### src/rtl/rr_arb_mux.sv
// rr_arb_mux: N-input arbitrating mux with round-robin or fixed-priority select,
// valid/ready on every port and a registered output stage.
module rr_arb_mux #(
  parameter int N = 2,
  parameter int W = 32,
  parameter int FIXED_PRIO = 0,
  parameter int SW = (N > 1) ? $clog2(N) : 1
) (
  input  logic           clk,
  input  logic           rst,
  input  logic [N*W-1:0] in_data,
  input  logic [N-1:0]   in_valid,
  output logic [N-1:0]   in_ready,
  output logic [W-1:0]   out_data,
  output logic           out_valid,
  input  logic           out_ready,
  output logic [SW-1:0]  out_sel
);
  logic [SW-1:0] ptr, win, nxt, c;
  logic hit, load;
  assign load = ~out_valid | out_ready;
  // scan starts at ptr (or 0 for fixed priority) and wraps modulo N
  always_comb begin
    win = '0;
    hit = 1'b0;
    c = '0;
    for (int k = 0; k < N; k++) begin
      c = (FIXED_PRIO != 0) ? SW'(k) :
          ((int'(ptr) + k >= N) ? SW'(int'(ptr) + k - N) : SW'(int'(ptr) + k));
      if (!hit && in_valid[c]) begin
        hit = 1'b1;
        win = c;
      end
    end
  end
  assign nxt = (win == SW'(N - 1)) ? '0 : win + 1'b1;
  assign in_ready = (rst && load && hit) ? (N'(1) << win) : '0;
  always_ff @(posedge clk) begin
    if (!rst) begin
      out_valid <= 1'b0;
      out_data <= '0;
      out_sel <= '0;
      ptr <= '0;
    end else if (load) begin
      if (hit) begin
        out_data <= in_data[win*W +: W];
        out_sel <= win;
        out_valid <= 1'b1;
        if (FIXED_PRIO == 0) ptr <= nxt;
      end else begin
        out_valid <= 1'b0;
      end
    end
  end
endmodule

### config.mk
export PLATFORM = sky130hd
export DESIGN_NAME = rr_arb_mux
export DESIGN_NICKNAME = d
export VERILOG_FILES = /design/src/rtl/rr_arb_mux.sv
export SDC_FILE = /design/constraint.sdc
export NUM_CORES = 1
export LEC_CHECK = 0
export ABC_AREA = 1
export BUFFER_PORTS_ARGS = -buffer_cell sky130_fd_sc_hd__buf_2
export CAP_MARGIN = 10
export CORE_ASPECT_RATIO = 0.7
export CORE_MARGIN = 2
export CORE_UTILIZATION = 35
export DETAILED_ROUTE_END_ITERATION = 10
export GPL_TIMING_DRIVEN = 0
export PLACE_DENSITY_LB_ADDON = 0.2
export SETUP_SLACK_MARGIN = 0.1
export SYNTH_ARGS = -nofsm -noshare
export SYNTH_HDL_FRONTEND = slang
export SYNTH_SLANG_ARGS = --single-unit
export TNS_END_PERCENT = 30
### constraint.sdc
create_clock -name clk -period 1.12 [get_ports clk]
set_input_delay 0.168 -clock clk [delete_from_list [all_inputs] [get_ports clk]]
set_output_delay 0.168 -clock clk [all_outputs]
set_load 0.01 [all_outputs]
==> metrics.cfg, run 1 <==
[yosys]
synth_top_family_by_area=simple AND/OR/NAND/NOR gates
syn_inst=231
synthAdderAreaFrac=0
synth_cell_type_count=16
synth_mux_area_frac=0
ys_ff_latch=35
ys_warn_count=0
synth-simple-area-share=0.4894
synth_seq_area_share=0.4242
synth_area_sq_um=1652
synth_compound_area_frac=0.01212
syn_area_per_cell_sq_um=7.150
syn_nets=300
synthXorXnorAreaFrac=0

[critical_path]
worst-path-buf-inv=4
endpoint_kind=output port
cp-start-kind=flip-flop
arrival_ps=1220
r2r_end=out_data[20]$_SDFFE_PN0P_
r2r_start=ptr$_SDFFE_PN0P_
critical-path-top-delay-family=flip-flops
slowest_delay_ps=350
ff2ff_path_depth=9
r2r_setup_slack_ps=-230
critPathSlowestCell=dfxtp_2
path_class=flip-flop to output port
cp.required_ps=950
path_cells=inv_2 -> nand2_4 -> nand2_8 -> nor2_4 -> buf_6 -> nand2_4 -> inv_2 -> buf_6
path_max_fanout=3

[grt]
antenna_found_initial=0
grt_pass1_wl_mm=9.328
grt_pass1_vias=1959
grtUsageTotal=0.2322
gr-total-overflow=0
grt_max_degree=11

[timing]
worst_slack_ps=-270.7
setup_violations=37
slew_viol_final=0
hold_ws_ps=63.56
hold_viol=0
setup_tns_ps=-7227
slew_headroom=0.6166
skew_ps=3.616
rsz0062_at_grt=yes
period_share=1.242
worst_slew_pin_slew_ps=575.2
period_needed_ps=1391
fmaxAchievable_ghz=0.7191

[cells_and_area]
post-route-util=0.6079
area_delta_synth_final_pct=63.03
mostFrequentLayoutCells=106 x buf_2, 66 x nand3_1, 53 x nand2_1
nets=431
drive_above_1_share=0.4876
final_common_cell=buf_2
stdcell_area_sq_um=2693
n_antenna_cell=0
stdcell_count=418

[power_and_ir_drop]
power.leakage_nw=1.456
total_power_mw=3.455
p_per_area_nw_per_um2=1283
ir_worst_vdd_mv=0.7112

[detailed_routing]
wl_met3_um=556
vias=2105
routed_wl_mm=5.926
post-route-drc-count=0
dr.max_layer_used=met4
route.detailed.wl_per_inst_um=14.18
wl_met1_mm=2.635
wl_met2_mm=2.659
drt_iter0_markers=97
drt-pass1-iter-count=4
postRouteAntennaNets=0
viasPerCell=5.036

[outcome]
violations=negative setup slack
status=complete, but fails checks

[placed_design]
port_buffers=104
dp_hpwl_mm=3.930
pre_cts_ws_ps=-242.7
place.gp.congestion=0.8063
place_area_sq_um=2262
placed_cells=390

[clock_network]
cts_root_buffer=clkbuf_8
cts_buffers=5
clkSinkCount=35
cts_buffer_depth=2
path_clk_slew_ps=70
clkLatencyLatePin_ps=290
cts_max_level=2
cts_tree=done

[min_path]
holdPathEnd=out_data[21]$_SDFFE_PN0P_
worstHoldStart=in_data[21]
hold_depth=3
min_path_type=input pin to flip-flop

[job]
drv_cap=0

[floorplanning]
die_w_um=86.11
top_level_ports=105
rows=20
core_area_sq_um=4429
die_area_sq_um=5293
die_y_um=61.48
initial_core_util=0.3729

## worst max-delay path by stage
stage	startpoint	to	slack, ps	cells after the start
after floorplan	out_valid$_SDFFE_PN0P_	out_data[0]$_SDFFE_PN0P_	20	9
after global placement	rst	in_ready[1]	-230	6
after detailed placement	rst	in_ready[1]	-240	6
after CTS	ptr$_SDFFE_PN0P_	in_ready[1]	-310	8
after global routing	ptr$_SDFFE_PN0P_	out_data[21]$_SDFFE_PN0P_	-310	11
final	ptr$_SDFFE_PN0P_	in_ready[1]	-270	8
## what timing repair did
| action | CTS | global route |
|---|---|---|
| hold buffers | 0 | 0 |
| setup buffers | 15 | 1 |
| resized for setup | 22 | 25 |
| pin swaps | 4 | 14 |
| endpoints found under the setup margin | 37 | 37 |
| gates cloned | 3 | 1 |
## power breakdown
part	internal (mW)	leakage [nW]	switching, mW	total, mW
Sequential	1.39	0.290	0.0783	1.47
Clock	0.436	0.0422	0.452	0.889
Combinational	0.525	1.12	0.574	1.10
Total	2.35	1.46	1.11	3.45
## routing by layer
| layer | GRT usage | up-vias |
|---|---|---|
| li1 | - | 1053 |
| met1 | 0.3174 | 961 |
| met2 | 0.3588 | 85 |
| met3 | 0.05630 | 6 |
| met4 | 0.09070 | 0 |
| met5 | 0 | - |
## layout make-up
cell class                      count  area (sq um)
Buffer                             17         132.6
Clock buffer                        7         76.32
Clock inverter                      1         5.005
Fill cell                         437          1737
Inverter                           11         41.29
Multi-Input combinational cell    168         919.6
Sequential cell                    35         703.2
Tap cell                           55         68.82
Timing Repair Buffer              124         745.7
## cell usage after synthesis
library cell  number  area, sq um
nor2_4             2        22.52
nand2_4            3        33.78
buf_1              4        15.01
clkbuf_1           3        11.26
a21oi_1            4        20.02
clkinv_1           1        3.750
nand3_4            1        17.52
buf_2              8        40.04
inv_2              6        22.52
nand3_1           69        345.3
dfxtp_1           35        700.7
nand2_1           67        251.5
buf_4              2        15.01
inv_1              4        15.01
nor2_2             1        6.260
nand4_1           21        131.4
## logic make-up after synthesis
kind of cell	after synthesis
AO/OA/AOI/OAI	4
AND/OR/NAND/NOR	164
flip-flops	35
buffers and inverters	28
## registers in the layout, summed over array words and instances, names as in the netlist
name / flops
out_valid: 1
out_data: 32
out_sel: 1
ptr: 1
## worst register-to-register path, stage by stage (launching register included)
cell,delay (ps)
dfxtp_2,350
inv_2,50
nand2_4,90
buf_6,110
nand3_4,70
buf_6,140
buf_4,140
buf_6,140
nand4_1,90
nand3_1,80
Power figures use the tool's default switching activity.
==> inputs of run 2 (changes only) <==
==> constraint.sdc (replaced) <==
create_clock -name clk -period 1.12 [get_ports clk]
set_input_delay 0.112 -clock clk [delete_from_list [all_inputs] [get_ports clk]]
set_output_delay 0.112 -clock clk [all_outputs]
set_load 0.01 [all_outputs]
==> run 2 against run 1 <==
  * The run still ends with negative setup slack left
  * Register-to-register slack improved by 50 ps
  * Largest power group unchanged
  * Via count decreased by 0.33%
  * Clock-buffer cell count unchanged
  * Global-route usage decreased by 0.62 points
  * Sequential share of layout area decreased by 0.99 points
  * Critical path type unchanged
  * Worst hold slack got worse by 54 ps
  * Utilization increased by 2.4 points
  * Cell count increased by 0.96%
  * Routed wire length decreased by 0.64%
  * Clock power increased by 1%
  * Setup slack improved by 37 ps
  * Critical path depth unchanged
==> metrics.cfg, run 2 (same netlist as run 1, synthesis figures left out) <==
[outcome]
status=complete, but fails checks
violations=negative setup slack

[timing]
period_needed_ps=1354
hold_ws_ps=9.261
hold_viol=0
setup_violations=37
slew_headroom=0.6195
setup_tns_ps=-6052
worst_slack_ps=-233.9
worst_slew_pin_slew_ps=570.8
fmaxAchievable_ghz=0.7386
slew_viol_final=0
period_share=1.209
rsz0062_at_grt=yes
skew_ps=6.126

[critical_path]
cp.required_ps=1010
path_cells=inv_2 -> nand2_4 -> nand2_8 -> nor2_4 -> buf_6 -> nand2_4 -> inv_2 -> buf_6
critPathSlowestCell=dfxtp_2
path_max_fanout=4
cp-start-kind=flip-flop
slowest_delay_ps=340
arrival_ps=1240
worst-path-buf-inv=4
path_class=flip-flop to output port
critical-path-top-delay-family=flip-flops
endpoint_kind=output port

[clock_network]
cts_buffer_depth=2
cts_buffers=5
cts_tree=done
clkSinkCount=35
cts_hold_buf=0
cts_root_buffer=clkbuf_8
path_clk_slew_ps=70
clkLatencyLatePin_ps=290
cts_max_level=2

[detailed_routing]
routed_wl_mm=5.888
drt-pass1-iter-count=4
route.detailed.wl_per_inst_um=13.95
viasPerCell=4.972
vias=2098
drt_iter0_markers=100
wl_met3_um=456
post-route-drc-count=0
postRouteAntennaNets=0
wl_met2_mm=2.597
wl_met1_mm=2.775
dr.max_layer_used=met4

[placed_design]
place.gp.congestion=0.8187
place_area_sq_um=2253
port_buffers=104
dp_hpwl_mm=3.936

[floorplanning]
initial_core_util=0.3729
core_area_sq_um=4429
rows=20
top_level_ports=105
die_y_um=61.48
die_w_um=86.11
die_area_sq_um=5293

[cells_and_area]
area_delta_synth_final_pct=69.47
drive_above_1_share=0.5204
post-route-util=0.6319
largest_register_ffs=32
mostFrequentLayoutCells=105 x buf_2, 59 x nand3_1, 51 x nand2_1
n_antenna_cell=0
stdcell_area_sq_um=2799
top_register=out_data
nets=435
final_common_cell=buf_2

[grt]
grt_max_degree=11
grtUsageTotal=0.2260
antenna_found_initial=0
gr-total-overflow=0
grt_pass1_vias=2033
grt_pass1_wl_mm=9.190

[min_path]
min_path_type=input pin to flip-flop

[power_and_ir_drop]
total_power_mw=3.536
power.leakage_nw=1.514
ir_worst_vdd_mv=0.7084
p_per_area_nw_per_um2=1263

[job]
drv_cap=0

[run 2: cell types whose count changed in the layout (fill, tap and decap cells not counted), moves of 2 or more]
| cell | before | now |
|---|---|---|
| nand2_1 | 53 | 51 |
| nand2_4 | 4 | 7 |
| nand3_2 | 3 | 10 |
| nand3_1 | 66 | 59 |
| buf_6 | 10 | 12 |
| clkbuf_4 | 2 | 0 |
[run 2: metrics by stage]
stage / std cells / setup slack [ps]
global placement: 390 / -147.6
finish: 422 / -233.9
CTS: 418 / -259.8
floorplan: 231 / 42.54
global route: 422 / -286.9
detailed placement: 390 / -182.7
[run 2: timing repair]
item / 4_1_cts / 5_1_grt
buffers inserted: 18 / 2
gates cloned: 3 / 2
endpoints found under the setup margin: 37 / 37
pin swaps: 20 / 17
resized for setup: 34 / 28
[run 2: area by class of cell]
cell class                 instances  area [sq um]
fill                             410          1630
clock inverter                     1         5.005
tap                               55         68.82
sequential                        35         703.2
inverter                          11         43.79
clock buffer                       7         76.32
buffer                            17         132.6
timing repair buffer             127         784.5
multi-input combinational        169         984.7
[run 2: worst paths after layout]
check                       startpoint  cells past startpoint                        end  slack, ps
hold reg to reg   out_sel$_SDFFE_PN0P_                      2       out_sel$_SDFFE_PN0P_        460
setup / recovery      ptr$_SDFFE_PN0P_                      8                in_ready[1]       -230
hold / removal             in_data[16]                      3  out_data[16]$_SDFFE_PN0P_          9
setup reg to reg      ptr$_SDFFE_PN0P_                     10   out_data[0]$_SDFFE_PN0P_       -180
[run 2: tightest hold or removal path, cell delays in order]
cell     delay (ps)
buf_2            70
nand2_1          40
nand2_1          40
[run 2: report_power, final]
part / total (mW) / internal [mW] / switching [mW]
Sequential: 1.47 / 1.39 / 0.0790
Combinational: 1.17 / 0.561 / 0.606
Clock: 0.902 / 0.437 / 0.466
[run 2: metal layers]
layer / GRT usage / vias to the layer above
met5: 0 / -
met4: 0.08617 / 0
met3: 0.06166 / 7
met2: 0.3688 / 70
met1: 0.2912 / 965
li1: - / 1056
==> inputs of run 3 (changes only) <==
Settings changed: CELL_PAD_IN_SITES_DETAIL_PLACEMENT set to 1, CELL_PAD_IN_SITES_GLOBAL_PLACEMENT set to 2, CORE_UTILIZATION 35 to 19, SETUP_SLACK_MARGIN 0.1 to 0.02.
==> run 3 against run 2 <==
  * The run still ends with negative setup slack left
  * Utilization decreased by 29 points
  * Clock-buffer cell count is 1 lower
  * Maximum frequency increased by 0.49%
  * Cell count rose by 15%
  * Sequential power about the same
  * Flip-flop and latch count is the same
  * Clock skew down 4.3 ps
  * Largest cell class is now non-clock buffers
  * Highest routed layer unchanged
==> metrics.cfg, run 3 (same netlist as run 1, synthesis figures left out) <==
[timing]
skew_ps=1.815
hold_viol=0
hold_ws_ps=29.64
slew_viol_final=0
slew_headroom=0.5634
setup_tns_ps=-4887
worst_slew_pin_slew_ps=654.9
setup_violations=37
fmaxAchievable_ghz=0.7422
rsz0062_at_grt=yes
period_needed_ps=1347
period_share=1.203
worst_slack_ps=-227.3

[outcome]
status=complete, but fails checks
violations=negative setup slack

[cells_and_area]
largest_register_ffs=32
drive_above_1_share=0.4533
post-route-util=0.3398
mostFrequentLayoutCells=103 x buf_2, 67 x nand3_1, 65 x nand2_1
top_register=out_data
stdcell_area_sq_um=2869
nets=434
n_antenna_cell=0
fill_cells=1062
final_common_cell=buf_2
area_delta_synth_final_pct=73.71

[detailed_routing]
route.detailed.wl_per_inst_um=15.04
viasPerCell=4.322
post-route-drc-count=0
postRouteAntennaNets=0
drt-pass1-iter-count=4
drt_iter0_markers=88
routed_wl_mm=7.281
vias=2092

[power_and_ir_drop]
power.leakage_nw=1.496
ir_worst_vdd_mv=0.5504
p_per_area_nw_per_um2=1364
total_power_mw=3.914

[clock_network]
cts_max_level=2
cts_tree=done
path_clk_slew_ps=50
cts_root_buffer=clkbuf_16
clkLatencyLatePin_ps=270
clkSinkCount=35
cts_hold_buf=0
cts_buffers=5
cts_buffer_depth=2

[min_path]
min_path_type=input pin to flip-flop

[floorplanning]
rows=28
die_area_sq_um=9466
initial_core_util=0.1956
core_area_sq_um=8443
top_level_ports=105
die_y_um=82.01
die_w_um=115.4

[critical_path]
path_cells=inv_2 -> nand2_4 -> nand2_8 -> nor2_4 -> buf_6 -> nand2_4 -> inv_2 -> buf_6
cp-start-kind=flip-flop
cp.required_ps=1010
path_max_fanout=3
slowest_delay_ps=330
arrival_ps=1240
critPathSlowestCell=dfxtp_2
path_class=flip-flop to output port
endpoint_kind=output port

[grt]
grt_pass1_wl_mm=11.13
grtUsageTotal=0.1554
grt_pass1_vias=2157
grt_max_degree=11
antenna_found_initial=0
gr-total-overflow=0

[placed_design]
place_area_sq_um=2323
dp_hpwl_mm=5.236
place.gp.congestion=0.7364
port_buffers=104

[job]
drv_cap=0

[run 3: cell types whose count changed in the layout (fill, tap and decap cells not counted), moves of 4 or more]
| cell | before | now |
|---|---|---|
| nand3_2 | 10 | 1 |
| buf_8 | 2 | 6 |
| clkbuf_8 | 5 | 0 |
| clkbuf_16 | 1 | 6 |
| nand2_1 | 51 | 65 |
| nand2_2 | 11 | 0 |
| nand2_4 | 7 | 3 |
| nand3_1 | 59 | 67 |
[run 3: what timing repair did]
item / CTS / global route
pin swaps: 11 / 9
gates cloned: 2 / 0
setup buffers: 20 / 2
endpoints found under the setup margin: 37 / 37
resized for setup: 46 / 4
[run 3: layer usage]
layer / part of all wire / wire [um] / GRT usage
met5: 0 / 0 / 0
met4: 0.0058 / 42 / 0.03253
met3: 0.072 / 524 / 0.04871
met2: 0.41 / 2974 / 0.2386
met1: 0.51 / 3738 / 0.2140
[run 3: where the power goes]
part	internal [mW]	switching, mW
combinational	0.549	0.593
clock	0.800	0.509
sequential	1.39	0.0726
[run 3: path summary, 6_finish.rpt]
path | startpoint | end | slack, ps | cells after the start
worst max register to register | ptr$_SDFFE_PN0P_ | out_data[3]$_SDFFE_PN0P_ | -200 | 7
worst min register to register | out_data[7]$_SDFFE_PN0P_ | out_data[7]$_SDFFE_PN0P_ | 460 | 2
worst max-delay path | ptr$_SDFFE_PN0P_ | in_ready[1] | -230 | 8
worst min-delay path | in_data[0] | out_data[0]$_SDFFE_PN0P_ | 30 | 3
[run 3: worst max-delay path: cells and delay by family, from the launching register on]
family	cells	cell delay (ps)
flip-flops	1	330
buffers and inverters	4	320
AND/OR/NAND/NOR	4	310
[run 3: cell type report]
cell class | instances | area [sq um] | share of cell area
Inverter | 11 | 46.29 | 0.01614
Buffer | 16 | 168.9 | 0.05887
Multi-Input combinational cell | 168 | 887.1 | 0.3092
Sequential cell | 35 | 703.2 | 0.2451
Timing Repair Buffer | 128 | 784.5 | 0.2734
Clock buffer | 6 | 128.9 | 0.04492
Tap cell | 120 | 150.1 | 0.05233
[run 3: metrics by stage]
step,setup WS [ps],instances
2_1_floorplan,11.09,231
3_3_place_gp,-314.1,455
3_5_place_dp,-326.7,455
4_1_cts,-278.4,482
5_1_grt,-305.8,484
6_report,-227.3,484
